## src/rtl/if_fetch_stage.sv

```systemverilog
// Instruction-fetch stage: owns the PC, reads a combinational ROM and registers the word
// into the IF/ID slot, handing it to decode over valid/ready with redirect and halt control.
module if_fetch_stage #(
   parameter logic [31:0] RESET_PC = 32'h0000_0000,
   parameter logic [31:0] NOP_INST = 32'h0000_0013
) (
   input  logic        i_Clk,
   input  logic        i_reset,
   output logic [31:0] o_rom_addr,
   input  logic [31:0] i_rom_data,
   input  logic        i_redirect,
   input  logic [31:0] i_redirect_pc,
   input  logic        i_halt,
   input  logic        i_id_ready,
   output logic [31:0] o_inst,
   output logic [31:0] o_inst_addr,
   output logic        o_inst_valid,
   output logic        o_misalign,
   output logic        o_halted,
   output logic [31:0] o_fetch_count
);

   typedef enum logic [1:0] {
      StBoot = 2'd0,
      StRun  = 2'd1,
      StHalt = 2'd2
   } state_e;

   state_e      state_q, state_d;
   logic [31:0] pc_q, pc_d;
   logic [31:0] inst_q, inst_d;
   logic [31:0] inst_addr_q, inst_addr_d;
   logic        valid_q, valid_d;
   logic        misalign_q, misalign_d;
   logic [31:0] count_q, count_d;

   logic        advance;
   logic        transfer;
   logic [31:0] redirect_tgt;

   assign advance      = !valid_q || i_id_ready;
   assign transfer     = valid_q && i_id_ready;
   assign redirect_tgt = i_redirect_pc & ~32'h3;

   always_comb begin
      state_d     = state_q;
      pc_d        = pc_q;
      inst_d      = inst_q;
      inst_addr_d = inst_addr_q;
      valid_d     = valid_q;
      misalign_d  = 1'b0;
      count_d     = transfer ? count_q + 32'd1 : count_q;

      unique case (state_q)
         StBoot: begin
            // ROM settles for one cycle; an early redirect only moves the PC
            state_d = StRun;
            if (i_redirect) begin
               pc_d = redirect_tgt;
            end
         end
         StRun, StHalt: begin
            if (i_redirect) begin
               pc_d       = redirect_tgt;
               valid_d    = 1'b0;
               inst_d     = NOP_INST;
               misalign_d = |i_redirect_pc[1:0];
               state_d    = i_halt ? StHalt : StRun;
            end else if (i_halt || state_q == StHalt) begin
               // No fetch while halted, and none on the cycle leaving halt
               state_d = i_halt ? StHalt : StRun;
               if (transfer) begin
                  valid_d = 1'b0;
                  inst_d  = NOP_INST;
               end
            end else if (advance) begin
               inst_d      = i_rom_data;
               inst_addr_d = pc_q;
               valid_d     = 1'b1;
               pc_d        = pc_q + 32'd4;
            end
         end
         default: begin
            state_d = StBoot;
         end
      endcase
   end

   always_ff @(posedge i_Clk or negedge i_reset) begin
      if (!i_reset) begin
         state_q     <= StBoot;
         pc_q        <= RESET_PC;
         inst_q      <= NOP_INST;
         inst_addr_q <= 32'h0;
         valid_q     <= 1'b0;
         misalign_q  <= 1'b0;
         count_q     <= 32'h0;
      end else begin
         state_q     <= state_d;
         pc_q        <= pc_d;
         inst_q      <= inst_d;
         inst_addr_q <= inst_addr_d;
         valid_q     <= valid_d;
         misalign_q  <= misalign_d;
         count_q     <= count_d;
      end
   end

   assign o_rom_addr    = pc_q;
   assign o_inst        = inst_q;
   assign o_inst_addr   = inst_addr_q;
   assign o_inst_valid  = valid_q;
   assign o_misalign    = misalign_q;
   assign o_halted      = (state_q == StHalt) && !valid_q;
   assign o_fetch_count = count_q;

endmodule

```

## config.mk

```make
export PLATFORM = sky130hd
export DESIGN_NAME = if_fetch_stage
export DESIGN_NICKNAME = d
export VERILOG_FILES = /design/src/rtl/if_fetch_stage.sv
export SDC_FILE = /design/constraint.sdc
export NUM_CORES = 1
export LEC_CHECK = 0
export ABC_AREA = 0
export ABC_CLOCK_PERIOD_IN_PS = 2550
export BUFFER_PORTS_ARGS = -buffer_cell sky130_fd_sc_hd__buf_2
export CAP_MARGIN = 10
export CORE_UTILIZATION = 45
export CTS_BUF_LIST = sky130_fd_sc_hd__clkbuf_16
export DETAILED_ROUTE_END_ITERATION = 6
export GPL_ROUTABILITY_DRIVEN = 0
export GPL_TIMING_DRIVEN = 0
export PLACE_DENSITY = 0.76
export SYNTH_ARGS = -nofsm -noshare
export SYNTH_HDL_FRONTEND = slang
export SYNTH_SLANG_ARGS = --single-unit
export TNS_END_PERCENT = 50
```

## constraint.sdc

```tcl
create_clock -name i_Clk -period 2.55 [get_ports i_Clk]
set_clock_uncertainty 0.2 [all_clocks]
set_input_delay 0 -clock i_Clk [delete_from_list [all_inputs] [get_ports i_Clk]]
set_output_delay 0 -clock i_Clk [all_outputs]
set_load 0.01 [all_outputs]
```

Word level (Yosys, flattened, before mapping)
Cells that the tools add are included.
Widths: inputs -> output; s select.
Operators by class
  add/sub/neg operators: 2
  equal/unequal tests: 7
  multiplexer cells: 19
  bitwise gates (word level): 2
  reductions and logical operators: 13
Operators with widths (number)
  $mux 32: 8
  $pmux 32 s2: 1
  $add 32x1->32 const B: 1
  $add 32x3->32 const B: 1
  $ne 3x3->1 const B: 4
  $reduce_and 4->1: 2
  $mux 1: 6
  $mux 2: 3
  $pmux 2 s2: 1
  $reduce_or 2->1: 2
  $reduce_and 3->1: 1
  $reduce_bool 3->1: 1
  $eq 2x1->1 const B: 1
  $eq 2x2->1 const B: 1
  $logic_and 1x1->1: 2
  $logic_not 2->1: 1
  $logic_or 1x1->1: 2
  $ne 2x2->1 const B: 1
  $not 1->1: 2
  $reduce_bool 2->1: 1
  $logic_not 1->1: 1
Word-level totals
  register bits after elaboration: 132
  output and inout bits: 131
  logic and storage cells: 50

Longest topological paths before layout
  depth in word-level cells: 6
  gate-level depth with buffers: 9
  depth with buffers taken out: 7

Least setup slack after synthesis
Ideal clock, no wire load.
  path kind: register to register
  start: register state_q[0]
  end: register pc_q[31], in the netlist o_rom_addr[31]
  library setup time: 0.126 ns
  arrival: 2.090 ns
  path slack: 0.134 ns
  stages on the path, launching flop included: 9
  path buffers: 2
  cell sequence: dfrtp_1 -> inv_1 -> ha_1 -> nor2b_4 -> buf_6 -> a221o_1 -> buf_2 -> or3_1 -> o311a_1
Between the ends
  cells in the longest elaborated chain, start to end: 4
  elaborated cells between the ends (all ways): 11
  those cells by class: eq/ne (5); mux (1); reduce/logical (5)
Ends and longest elaborated chain
  start, declared: line 29  | state_e state_q, state_d;
  start signal, assigned: line 91  | state_q <= StBoot;
  start signal, assigned: line 99  | state_q <= state_d;
  $eq 2x2->1 or $eq 2x1->1 (tied branches): line 54, 69
  $reduce_or 2->1 or $logic_or 1x1->1 (tied branches): line 54, 69
  $ne 3x3->1 (no line) or $reduce_bool 2->1 (tied branches)
  $reduce_and 4->1 (no line)
  end signal, assigned: line 100  | pc_q <= pc_d;
  end, declared: line 30  | logic [31:0] pc_q, pc_d;
Several ways; a longest one is shown, not always the timed one.
A chain may end at the register's enable or synchronous reset.

Final worst setup path
Ends and elaborated chain as after synthesis.

==> results.tsv <==
metric	value	unit
hold_violations	0	
critPathLaunchType	flop	
synth_ff_type	dfrtp_1	
fillers	967	
syn_inst	584	
diodes	0	
core_area	12600	µm²
fin_crit_sh	101	%
setup_violations	2	
routed_via_density	5.29	
synthTopCellsByArea	dfrtp_1, nand2_1, a22o_1	
layout-drive-gt1-share	29.9	%
max_stage_delay	410	ps
io-pin-count	200	
power_density	1190	nW/µm²
syn_area_per_cell	9.95	µm²
clkTransAtPathRegs	60	ps
max_slew_margin	40.8	%
antenna_found_initial	0	
wl_per_cell	15.9	µm
root_buffer	clkbuf_16	
end_kind	flop	
p_leak	4.26	nW
critPathSlowestCell	or3_4	
peakVddDrop	704	µV
yosysTopAreaCellShare	53.8	%
rows	41	
first_pass_iters	7	
timing.final.ws_setup	-17.4	ps
cp_top_family	compound AO/OA/AOI/OAI gates	
grt_max_degree	68	
hold_slack	8.84	ps
max-clock-path-buffers	2	
grt_pass1_wl	26300	µm
max_cap_violations	0	
grtUsageTotal	25.8	%
synthArstFlopShare	100	%
synth_edf_count	0	
ys_ff_latch	128	
hpwl	11200	µm
path_buf_inv	3	
io_buffers	195	
start_util	46.1	%
period_needed	2570	ps
ys_seq_area_share	55.2	%
hold_class	primary input to flop	
drtIter0Drc	396	
arrival	2660	ps
grt_pass1_vias	5255	
final_common_cell	buf_2	
cts_setup_buffers	0	
slew_violations	0	
rsz0062_at_grt	true	
fin_util	66.4	%
ant_nets	0	
cts.htree.levels	4	
violations	design-rule violations, negative setup slack	
place_ws	-367	ps
cp.required	2640	ps
crit_fanout	9	
worstPathCellList	inv_1, ha_2, nor2b_4, buf_6, a221o_1, buf_2, or3_4, o311a_1	
syn_area	5810	µm²
clk_latency	410	ps
totalWireLength	16800	µm
synth_cell_types	55	
outcome	finished with violations	
numClockSinks	128	
die_y	116	µm
area_growth	44.3	%
cts_buffers	17	
final_nets	944	
drc	4	
netlist.top_cell.by_area	dfrtp_1	
cts_tree	built	
layout_common_cells	buf_2, dfrtp_1, nand2_1	
fmax	390	MHz
critical_path_class	flop to flop	
vias	5576	
dieArea	13400	µm²
yosysWarningCount	0	
fp.dieW	116	µm
grt_overflow_total	0	
worstMarginPinSlew	881	ps
[where the power goes]
part / internal [mW] / total [mW] / switching (mW) / leakage [nW]
Sequential: 2.84 / 3.56 / 0.717 / 1.61
Clock: 1.61 / 2.46 / 0.849 / 0.298
Combinational: 1.71 / 3.98 / 2.27 / 2.35
Total: 6.16 / 10.0 / 3.84 / 4.26
[per-layer routing]
layer	routed length (µm)	global-route usage (%)	up-vias
met2	7820	41.7	274
met1	7380	34.2	2640
met3	1270	4.97	26
met4	300	10.9	0
met5	0	0	-
li1	-	-	2636
[tightest hold or removal path: cells and delay by family]
kind                   cells  cell delay [ps]
buffers and inverters      1              160
AOI/OAI and AO/OA          2              260
and+or+nand+nor            1              150
[path summary, 6_finish.rpt]
check / from / end / slack, ps / cells after the start
worst max-delay path: state_q[0]$_DFFE_PN0P_ / o_rom_addr[31]$_DFFE_PN0P_ / -20 / 8
worst min-delay path: i_redirect / o_rom_addr[27]$_DFFE_PN0P_ / 9 / 4
worst max register to register: state_q[0]$_DFFE_PN0P_ / o_rom_addr[31]$_DFFE_PN0P_ / -20 / 8
worst min register to register: o_inst[1]$_DFFE_PN1P_ / o_inst[1]$_DFFE_PN1P_ / 260 / 2
max in group asynchronous: i_reset / o_fetch_count[4]$_DFFE_PN0P_ / 930 / 4
min in group asynchronous: i_reset / o_inst[7]$_DFFE_PN0P_ / 470 / 3
[Yosys cell counts (11+ instances only)]
| master | instances |
|---|---|
| a21oi_1 | 31 |
| a22o_1 | 30 |
| a2bb2oi_1 | 16 |
| clkbuf_1 | 23 |
| dfrtp_1 | 125 |
| inv_1 | 16 |
| nand2_1 | 120 |
| nand3_1 | 24 |
| nand4_1 | 17 |
| nor2_1 | 35 |
| nor3_1 | 11 |
| o21ai_0 | 16 |
| o22ai_1 | 15 |
| xnor2_1 | 20 |
| xor2_1 | 11 |
[state kept, by name, indices dropped and copies added (netlist names)]
| register | count |
|---|---|
| o_inst_addr | 30 |
| o_misalign | 1 |
| o_inst_valid | 1 |
| o_inst | 32 |
| o_rom_addr | 30 |
| o_fetch_count | 32 |
| state_q | 2 |
[per-stage QoR]
step                      setup TNS [ps]  instances  cell area [µm²]  power [mW]
final                              -26.1       1055             8380        10.0
after detailed placement          -11940        955             7050        7.36
after CTS                          -71.7       1055             8360        9.98
after global placement            -61280        954             7010        7.28
after floorplan                        0        587             5820        5.79
after global routing               -1070       1055             8380        10.7
[cells by family after synthesis]
group / after synthesis / synth area share, %
compound gates: 129 / 15.6
xor+xnor: 31 / 4.67
fa+ha+maj: 5 / 1.08
buf+inv: 51 / 3.79
flops: 128 / 55.2
mux: 2 / 0.366
other cells: 1 / 0.0645
simple gates: 237 / 19.3
[cell type report]
class	instances	area, µm²	area share, %
buffer	34	174	2.07
clock buffer	17	425	5.07
clock inverter	15	178	2.12
inverter	16	60.1	0.716
multi-input combinational	408	2420	28.9
sequential	128	3210	38.2
tap	172	215	2.57
timing repair buffer	265	1700	20.3
[timing repair]
action | 4_1_cts | 5_1_grt
setup endpoints to repair | 56 | 47
endpoints found under the hold margin | 196 | 0
resized for setup | 9 | 19
hold buffers | 69 | 0
No activity file was read; power rests on OpenSTA's default activity.
